$ cat config.mk
export PLATFORM = sky130hd
export DESIGN_NAME = audio_in
export DESIGN_NICKNAME = d
export VERILOG_FILES = /design/src/rtl/audio_in.sv
export SDC_FILE = /design/constraint.sdc
export NUM_CORES = 1
export LEC_CHECK = 0
export BUFFER_PORTS_ARGS = -buffer_cell sky130_fd_sc_hd__clkbuf_2
export CAP_MARGIN = 30
export CELL_PAD_IN_SITES_DETAIL_PLACEMENT = 1
export CELL_PAD_IN_SITES_GLOBAL_PLACEMENT = 1
export CORE_MARGIN = 2
export CORE_UTILIZATION = 35
export DETAILED_ROUTE_END_ITERATION = 10
export GPL_ROUTABILITY_DRIVEN = 0
export GPL_TIMING_DRIVEN = 0
export PLACE_DENSITY_LB_ADDON = 0.1
export SLEW_MARGIN = 20
export SYNTH_ARGS = -nofsm -noshare
export SYNTH_HDL_FRONTEND = slang
export SYNTH_SLANG_ARGS = --single-unit
$ cat constraint.sdc
create_clock -name clk -period 2.6 [get_ports clk]
set_clock_uncertainty 0.1 [all_clocks]
set_input_delay 0.13 -clock clk [delete_from_list [all_inputs] [get_ports clk]]
set_output_delay 0.13 -clock clk [all_outputs]
set_load 0.01 [all_outputs]
$ cat src/rtl/audio_in.sv
// I2S receiver: brings the codec's bit clock, word clock and data into the clk
// domain, deserialises one word per channel and commits each left/right pair to
// the outputs together once the right word has been captured.
module audio_in #(
    parameter int unsigned DW        = 16,
    parameter int unsigned MIN_RATIO = 4
) (
    input  logic          clk,
    input  logic          reset,
    input  logic          i2s_bclk,
    input  logic          i2s_lrclk,
    input  logic          i2s_data,
    output logic [DW-1:0] left_out,
    output logic [DW-1:0] right_out,
    output logic          sample_valid,
    output logic          frame_err
);

    localparam int unsigned     CntW    = $clog2(DW + 1);
    localparam logic [CntW-1:0] LastBit = CntW'(DW - 1);

    // The bit strobe needs bclk high and low for at least one clk each, so
    // ratios below 2 cannot work at all; MIN_RATIO records the supported floor.
    if (MIN_RATIO < 2) begin : g_ratio_unsupported
    end

    typedef enum logic [1:0] {
        StSync,
        StShift,
        StHold
    } state_e;

    // ------------------------------------------------------------------
    // Synchronisers
    // ------------------------------------------------------------------
    logic bclk_s1_q, bclk_s2_q, bclk_s3_q;
    logic lr_s1_q, lr_s2_q;
    logic data_s1_q, data_s2_q;
    logic bit_stb;

    // Two flops per asynchronous input, plus a third on bclk for edge detection.
    always_ff @(posedge clk) begin
        if (reset) begin
            bclk_s1_q <= 1'b0;
            bclk_s2_q <= 1'b0;
            bclk_s3_q <= 1'b0;
            lr_s1_q   <= 1'b0;
            lr_s2_q   <= 1'b0;
            data_s1_q <= 1'b0;
            data_s2_q <= 1'b0;
        end else begin
            bclk_s1_q <= i2s_bclk;
            bclk_s2_q <= bclk_s1_q;
            bclk_s3_q <= bclk_s2_q;
            lr_s1_q   <= i2s_lrclk;
            lr_s2_q   <= lr_s1_q;
            data_s1_q <= i2s_data;
            data_s2_q <= data_s1_q;
        end
    end

    // One-clk strobe on each synchronised bclk rising edge.
    assign bit_stb = bclk_s2_q & ~bclk_s3_q;

    // ------------------------------------------------------------------
    // Word framing FSM
    // ------------------------------------------------------------------
    state_e          state_q, state_d;
    logic            lr_prev_q;
    logic            lr_change;
    logic [CntW-1:0] bit_cnt_q;
    logic            last_bit;
    logic            word_start;
    logic            shift_en;
    logic            word_done;
    logic            trunc;

    // lrclk is only ever compared at bit strobes, never between them.
    assign lr_change = bit_stb & (lr_s2_q != lr_prev_q);
    assign last_bit  = (bit_cnt_q == LastBit);

    // FSM state register.
    always_ff @(posedge clk) begin
        if (reset) begin
            state_q <= StSync;
        end else begin
            state_q <= state_d;
        end
    end

    // FSM next-state logic.
    always_comb begin
        state_d = state_q;
        case (state_q)
            StSync: begin
                // Only a 1->0 change (left word start) gets us into lock.
                if (lr_change && !lr_s2_q) begin
                    state_d = StShift;
                end
            end
            StShift: begin
                if (lr_change) begin
                    state_d = StShift;
                end else if (bit_stb && last_bit) begin
                    state_d = StHold;
                end
            end
            StHold: begin
                if (lr_change) begin
                    state_d = StShift;
                end
            end
            default: state_d = StSync;
        endcase
    end

    // FSM outputs: datapath controls decoded from the current state.
    always_comb begin
        word_start = 1'b0;
        shift_en   = 1'b0;
        trunc      = 1'b0;
        case (state_q)
            StSync: begin
                word_start = lr_change & ~lr_s2_q;
            end
            StShift: begin
                // A change here means the word in progress is short.
                word_start = lr_change;
                trunc      = lr_change;
                shift_en   = bit_stb & ~lr_change;
            end
            StHold: begin
                word_start = lr_change;
            end
            default: begin
                word_start = 1'b0;
            end
        endcase
    end

    assign word_done = shift_en & last_bit;

    // ------------------------------------------------------------------
    // Deserialiser
    // ------------------------------------------------------------------
    logic [DW-1:0] shift_q;
    logic          word_ch_q;
    logic          done_q;

    // Shift register, bit counter, word channel and lrclk history.
    always_ff @(posedge clk) begin
        if (reset) begin
            lr_prev_q <= 1'b0;
            bit_cnt_q <= '0;
            shift_q   <= '0;
            word_ch_q <= 1'b0;
            done_q    <= 1'b0;
        end else begin
            done_q <= word_done;
            if (bit_stb) begin
                lr_prev_q <= lr_s2_q;
            end
            // The strobe that starts a word is the I2S delay bit: not shifted.
            if (word_start) begin
                bit_cnt_q <= '0;
                word_ch_q <= lr_s2_q;
            end else if (shift_en) begin
                shift_q   <= {shift_q[DW-2:0], data_s2_q};
                bit_cnt_q <= bit_cnt_q + 1'b1;
            end
        end
    end

    // ------------------------------------------------------------------
    // Holding register and commit
    // ------------------------------------------------------------------
    logic [DW-1:0] left_hold_q;
    logic          left_valid_q;
    logic [DW-1:0] left_out_q;
    logic [DW-1:0] right_out_q;
    logic          sample_valid_q;
    logic          frame_err_q;

    // Completed words land one clk after their last bit. word_ch_q and shift_q
    // still describe that word, since the FSM is in HOLD until the next change.
    always_ff @(posedge clk) begin
        if (reset) begin
            left_hold_q    <= '0;
            left_valid_q   <= 1'b0;
            left_out_q     <= '0;
            right_out_q    <= '0;
            sample_valid_q <= 1'b0;
            frame_err_q    <= 1'b0;
        end else begin
            sample_valid_q <= 1'b0;
            frame_err_q    <= 1'b0;
            if (trunc) begin
                frame_err_q <= 1'b1;
                if (!word_ch_q) begin
                    left_valid_q <= 1'b0;
                end
            end
            if (done_q) begin
                if (!word_ch_q) begin
                    left_hold_q  <= shift_q;
                    left_valid_q <= 1'b1;
                end else if (left_valid_q) begin
                    left_out_q     <= left_hold_q;
                    right_out_q    <= shift_q;
                    sample_valid_q <= 1'b1;
                    left_valid_q   <= 1'b0;
                end else begin
                    // Right word with no matching left word: drop it.
                    frame_err_q <= 1'b1;
                end
            end
        end
    end

    assign left_out     = left_out_q;
    assign right_out    = right_out_q;
    assign sample_valid = sample_valid_q;
    assign frame_err    = frame_err_q;

endmodule

==> results of run 1 <==
==> timing repair <==
action                                 in CTS  in global routing
endpoints found under the hold margin       3                  0
buffers inserted                            0                  0
hold buffers                                3                  0
==> metrics by stage <==
stage	power, mW	cell area, um2	cells
finish	2.42	3620	535
global route	2.53	3620	535
CTS	2.45	3620	535
detailed placement	1.47	3380	516
global placement	1.46	3380	516
floorplan	1.43	3060	371
==> synthesized netlist by cell type, types with 2 or more instances <==
master	count	share of area, %
xor2_1	2	0.57
nor2_1	9	1.1
mux2i_1	3	0.98
and2b_2	2	0.57
ha_1	7	2.9
nand3_1	3	0.49
and3_1	3	0.61
nand2_1	135	17
inv_1	5	0.61
a21oi_1	67	11
nor2b_1	8	1.6
xnor2_1	3	0.86
dfxtp_1	84	55
buf_2	2	0.33
a211oi_1	2	0.49
clkbuf_1	20	2.5
nand3b_1	2	0.49
==> flip-flops by register name, summed over array words and instances, names as in the netlist, 2 cells and up <==
signal / count
bit_cnt_q: 5
left_hold_q: 16
state_q: 2
left_out: 16
shift_q: 16
right_out: 16
==> kinds of logic (layout without fill, tap and decap cells) <==
logic type / count (synthesis) / count (layout) / synth area share (%)
fa+ha+maj: 7 / 7 / 2.86
compound gates: 76 / 76 / 13.3
xor+xnor: 5 / 5 / 1.43
flops: 84 / 84 / 55.0
buf+inv: 29 / 85 / 3.64
simple gates: 167 / 167 / 22.8
mux: 3 / 3 / 0.982
==> cell type report <==
| class | instances | area share (%) |
|---|---|---|
| Sequential cell | 84 | 46.5 |
| Multi-Input combinational cell | 258 | 35.0 |
| Timing Repair Buffer | 40 | 5.95 |
| Clock buffer | 10 | 3.80 |
| Tap cell | 108 | 3.73 |
| Buffer | 23 | 2.45 |
| Clock inverter | 6 | 2.00 |
| Inverter | 6 | 0.622 |
==> placed cells by master (no fill, tap or decap), drive strengths merged, types with 2 or more instances in the layout <==
cell type | synthesis | routed
a21oi | 67 | 67
clkinv | 0 | 4
ha | 7 | 7
mux2i | 3 | 3
xnor2 | 3 | 3
inv | 6 | 7
a211oi | 3 | 3
nor2 | 9 | 9
buf | 3 | 3
clkbuf | 20 | 67
dlygate4sd3 | 0 | 3
nor2b | 8 | 8
nand2 | 135 | 135
and2b | 2 | 2
dfxtp | 84 | 84
xor2 | 2 | 2
and3 | 3 | 3
nand3 | 3 | 3
nand3b | 2 | 2
==> power by group <==
group	internal, mW	total, mW	switching, mW
registers	1.30	1.31	0.0126
clock network	0.480	0.979	0.499
logic	0.0499	0.126	0.0761
total	1.83	2.42	0.588
==> worst min path at each step <==
stage                     startpoint          to  slack [ns]
after CTS                      reset  state_q[0]        0.14
after global routing           reset  state_q[0]        0.19
final                          reset  state_q[0]        0.14
after global placement      i2s_data   data_s1_q        0.24
after detailed placement   i2s_lrclk     lr_s1_q        0.25
after floorplan             i2s_bclk   bclk_s1_q        0.16
==> layer usage <==
metal,routed length [um],track usage [%],vias to the layer above
li1,-,-,1305
met1,3650,22.2,1157
met2,3250,25.8,39
met3,234,3.31,12
met4,164,8.01,0
met5,0,0,-
==> worst max-delay path, cell delays in order, from the launching register on <==
cell and delay (ns):
dfxtp_1 0.40, inv_1 0.10, ha_1 0.24, and3b_1 0.23, nand2_1 0.25, buf_2 0.29, nand2_1 0.08, a21oi_1 0.15
==> flow_metrics.py, run 1 <==
metrics = {
    "logic_synthesis": {
        "ys_ff_latch": 84,
        "syn_inst": 371,
        "netlist_area_um2": 3060,
        "yosys.cell_types.count": 31,
        "seq_area_frac_synth_pct": 55.0,
        "async_flop_share_pct": 0,
        "syn_nets": 383,
        "yosys_warnings": 0,
        "syn_area_per_cell_um2": 8.25,
        "synth_ff_type": "dfxtp_1",
        "synth-edff-count": 0,
    },
    "sta": {
        "period_share_pct": 73.6,
        "relSlewSlack_pct": 62.9,
        "finalCriticalPeriod_ns": 1.91,
        "fin_setup_tns_ns": 0,
        "setup_viol": 0,
        "worst_pin_slew_ns": 0.556,
        "rsz0062_at_grt": "no",
        "fmax_mhz": 523,
        "fin_ws_ns": 0.688,
        "drv_slew": 0,
        "holdWs_ns": 0.144,
        "hold_viol_final": 0,
    },
    "clocking": {
        "cts_max_path_buffers": 2,
        "insertion_delay_ns": 0.37,
        "clockRootBuffer": "clkbuf_8",
        "numCtsBuffers": 9,
        "clk_pin_slew_worst_paths_ns": 0.10,
        "cts.htree.levels": 3,
        "clock-sinks": 84,
        "cts_tree": "yes",
        "post_cts_resized": 0,
    },
    "final_layout": {
        "seqCellArea_um2": 1680,
        "drive_gt1_share_pct": 14.1,
        "fin_nets": 434,
        "nFillCells": 1064,
        "final_util_pct": 42.1,
        "multi_input_area_um2": 1270,
        "synthToLayoutAreaGrowth_pct": 18.3,
        "diodes": 0,
    },
    "setup_path": {
        "crit_fanout": 10,
        "rrSetupSlack_ns": 0.69,
        "r2r_cells": 7,
        "end_kind": "flop",
        "startpoint": "state_q[1]",
        "critPathKind": "flop to flop",
        "cp.arrival_ns": 2.11,
        "crit_end": "shift_q[9]",
        "reg2reg_from": "state_q[1]",
        "rr_endpoint": "shift_q[9]",
        "cp_data_required_time_ns": 2.79,
        "startpoint_type": "flop",
    },
    "run_status": {
        "status": "finished clean",
    },
    "pwr": {
        "power_density_nw_per_um2": 668,
        "p_leak_nw": 1.33,
        "peakVddDrop_uv": 238,
    },
    "die": {
        "ios": 39,
        "die_w_um": 97.5,
        "fp-row-count": 34,
        "die_h_um": 97.5,
        "core_region_area_um2": 8590,
        "initial_utilization_pct": 35.6,
        "die-area_um2": 9500,
    },
    "route": {
        "drc_errors": 0,
        "ant_nets": 0,
        "first_pass_iters": 4,
        "drt_iter0_drc": 60,
        "wl_per_cell_um": 13.6,
        "wl_um": 7300,
        "vias": 2513,
        "viasPerCell": 4.70,
    },
    "min_path": {
        "hold_depth": 3,
        "hold_path.class": "primary input to flop",
    },
    "global_routing": {
        "grt_max_degree": 16,
        "grt_pass1_wl_um": 12700,
        "grt_overflow": 0,
        "antenna_found_initial": 0,
        "first_global_vias": 2556,
        "grtUsageTotal_pct": 16.6,
    },
    "placement": {
        "post-place-ws_ns": 0.708,
        "port_buffers": 37,
        "hpwl_um": 5270,
    },
    "run": {
        "max_cap_violations": 0,
    },
}
Note: power is estimated with default switching activity, not from simulation.
==> run 2, diff against run 1 <==
clock period = 1.7 ns   (was 2.6 ns; I/O delays follow)
==> flow_metrics.py, run 2 (same netlist as run 1, synthesis figures left out) <==
metrics = {
    "run_status": {
        "status": "finished, violations left",
        "violations": "negative setup slack",
    },
    "sta": {
        "fin_ws_ns": -0.0286,
        "hold_viol_final": 0,
        "relSlewSlack_pct": 62.5,
        "fmax_mhz": 578,
        "setup_viol": 2,
        "drv_slew": 0,
        "rsz0062_at_grt": "yes",
        "period_share_pct": 102,
        "worst_pin_slew_ns": 0.563,
        "finalCriticalPeriod_ns": 1.73,
    },
    "min_path": {
        "min_from": "reset",
        "hold_path.class": "primary input to flop",
    },
    "setup_path": {
        "startpoint": "state_q[0]",
        "startpoint_type": "flop",
        "end_kind": "flop",
        "critPathKind": "flop to flop",
        "max_stage_delay_ns": 0.54,
        "cp.arrival_ns": 1.90,
        "cp_data_required_time_ns": 1.87,
        "slowest_stage": "or4b_4",
        "reg2reg_from": "state_q[0]",
        "crit_fanout": 4,
        "crit_chain": "inv_4, ha_4, or4b_4, a22o_4, a211oi_2",
    },
    "die": {
        "ios": 39,
        "die-area_um2": 9500,
        "initial_utilization_pct": 35.6,
        "die_h_um": 97.5,
        "fp-row-count": 34,
        "core_region_area_um2": 8590,
        "die_w_um": 97.5,
    },
    "global_routing": {
        "first_global_vias": 2571,
        "grt_max_degree": 18,
        "grtUsageTotal_pct": 16.4,
        "antenna_found_initial": 0,
        "grt_overflow": 0,
        "grt_pass1_wl_um": 12600,
    },
    "placement": {
        "port_buffers": 37,
        "hpwl_um": 5220,
        "post-place-ws_ns": -0.136,
    },
    "route": {
        "drc_errors": 0,
        "vias": 2581,
        "wl_per_cell_um": 13.9,
        "viasPerCell": 4.81,
        "first_pass_iters": 4,
        "drt_iter0_drc": 67,
        "wl_um": 7460,
        "ant_nets": 0,
    },
    "pwr": {
        "peakVddDrop_uv": 571,
        "p_leak_nw": 1.37,
        "power_density_nw_per_um2": 1030,
    },
    "final_layout": {
        "layout_common_cells": "nand2_1, dfxtp_1, a21oi_1, clkbuf_2, clkbuf_1",
        "final_common_cell": "nand2_1",
        "final_util_pct": 43.7,
        "diodes": 0,
        "synthToLayoutAreaGrowth_pct": 22.7,
        "fin_nets": 436,
        "drive_gt1_share_pct": 19.8,
        "nFillCells": 1058,
    },
    "clocking": {
        "clockRootBuffer": "clkbuf_8",
        "cts.htree.levels": 3,
        "cts_max_path_buffers": 2,
        "cts_tree": "yes",
        "clk_pin_slew_worst_paths_ns": 0.09,
        "clock-sinks": 84,
        "insertion_delay_ns": 0.35,
        "numCtsBuffers": 9,
    },
    "run": {
        "max_cap_violations": 0,
    },
}
run 2: cell count changes in the layout (fill, tap and decap cells not counted), sizes merged:
cell      previous run  this run
buf                  3         9
clkbuf              67        62
clkinv               4         1
clkinvlp             0         3
bufinv               1         2
run 2: critical path: cells and delay by family, from the launching register on:
kind	cells	cell delay (ns)
AND/OR/NAND/NOR	1	0.54
adder cells (fa/ha/maj)	1	0.15
AO/OA/AOI/OAI	2	0.43
flip-flops	1	0.39
buffers and inverters	1	0.04
run 2: worst paths after layout:
kind | endpoint | slack (ns) | cells past startpoint
worst max-delay path | state_q[1] | -0.03 | 5
worst min-delay path | state_q[0] | 0.11 | 3
worst max register to register | state_q[1] | -0.03 | 5
worst min register to register | lr_s2_q | 0.34 | 1
run 2: final cells by class:
cell class	instances	area [um2]	area share [%]
clock inverter	7	100	2.67
inverter	6	27.5	0.733
multi-input combinational	258	1330	35.4
sequential	84	1690	45.0
buffer	21	106	2.83
clock buffer	9	124	3.30
tap	108	135	3.60
timing repair buffer	44	245	6.53
run 2: routing by layer:
layer	global-route usage [%]	part of all wire, %	vias to the layer above
met2	26.6	45	35
li1	-	-	1314
met3	2.88	2.6	9
met5	0	0	-
met1	22.0	51	1223
met4	5.56	1.4	0
run 2: report_power, final:
group / switching (mW) / total, mW / leakage (nW) / internal, mW
Clock: 0.759 / 1.59 / 0.102 / 0.835
Sequential: 0.0234 / 2.01 / 0.679 / 1.99
Combinational: 0.143 / 0.273 / 0.592 / 0.130
Total: 0.925 / 3.88 / 1.37 / 2.96
run 2: metrics by stage:
| stage | power, mW | instance area [um2] | hold slack, ns | TNS [ns] | instances |
|---|---|---|---|---|---|
| after floorplan | 2.19 | 3060 | 0.113 | 0 | 371 |
| after global placement | 2.24 | 3380 | 0.197 | -1.01 | 516 |
| after detailed placement | 2.25 | 3380 | 0.202 | -1.88 | 516 |
| after CTS | 3.89 | 3680 | 0.0936 | -1.56 | 537 |
| after global routing | 4.04 | 3750 | 0.147 | -0.388 | 537 |
| final | 3.88 | 3750 | 0.109 | -0.0379 | 537 |
run 2: timing repair:
item                                    CTS  global route
endpoints found under the hold margin     3             0
gates resized for setup                   9            33
hold buffers                              3             0
endpoints found under the setup margin   53            60
pin swaps                                 3             6
buffers inserted                          3             1
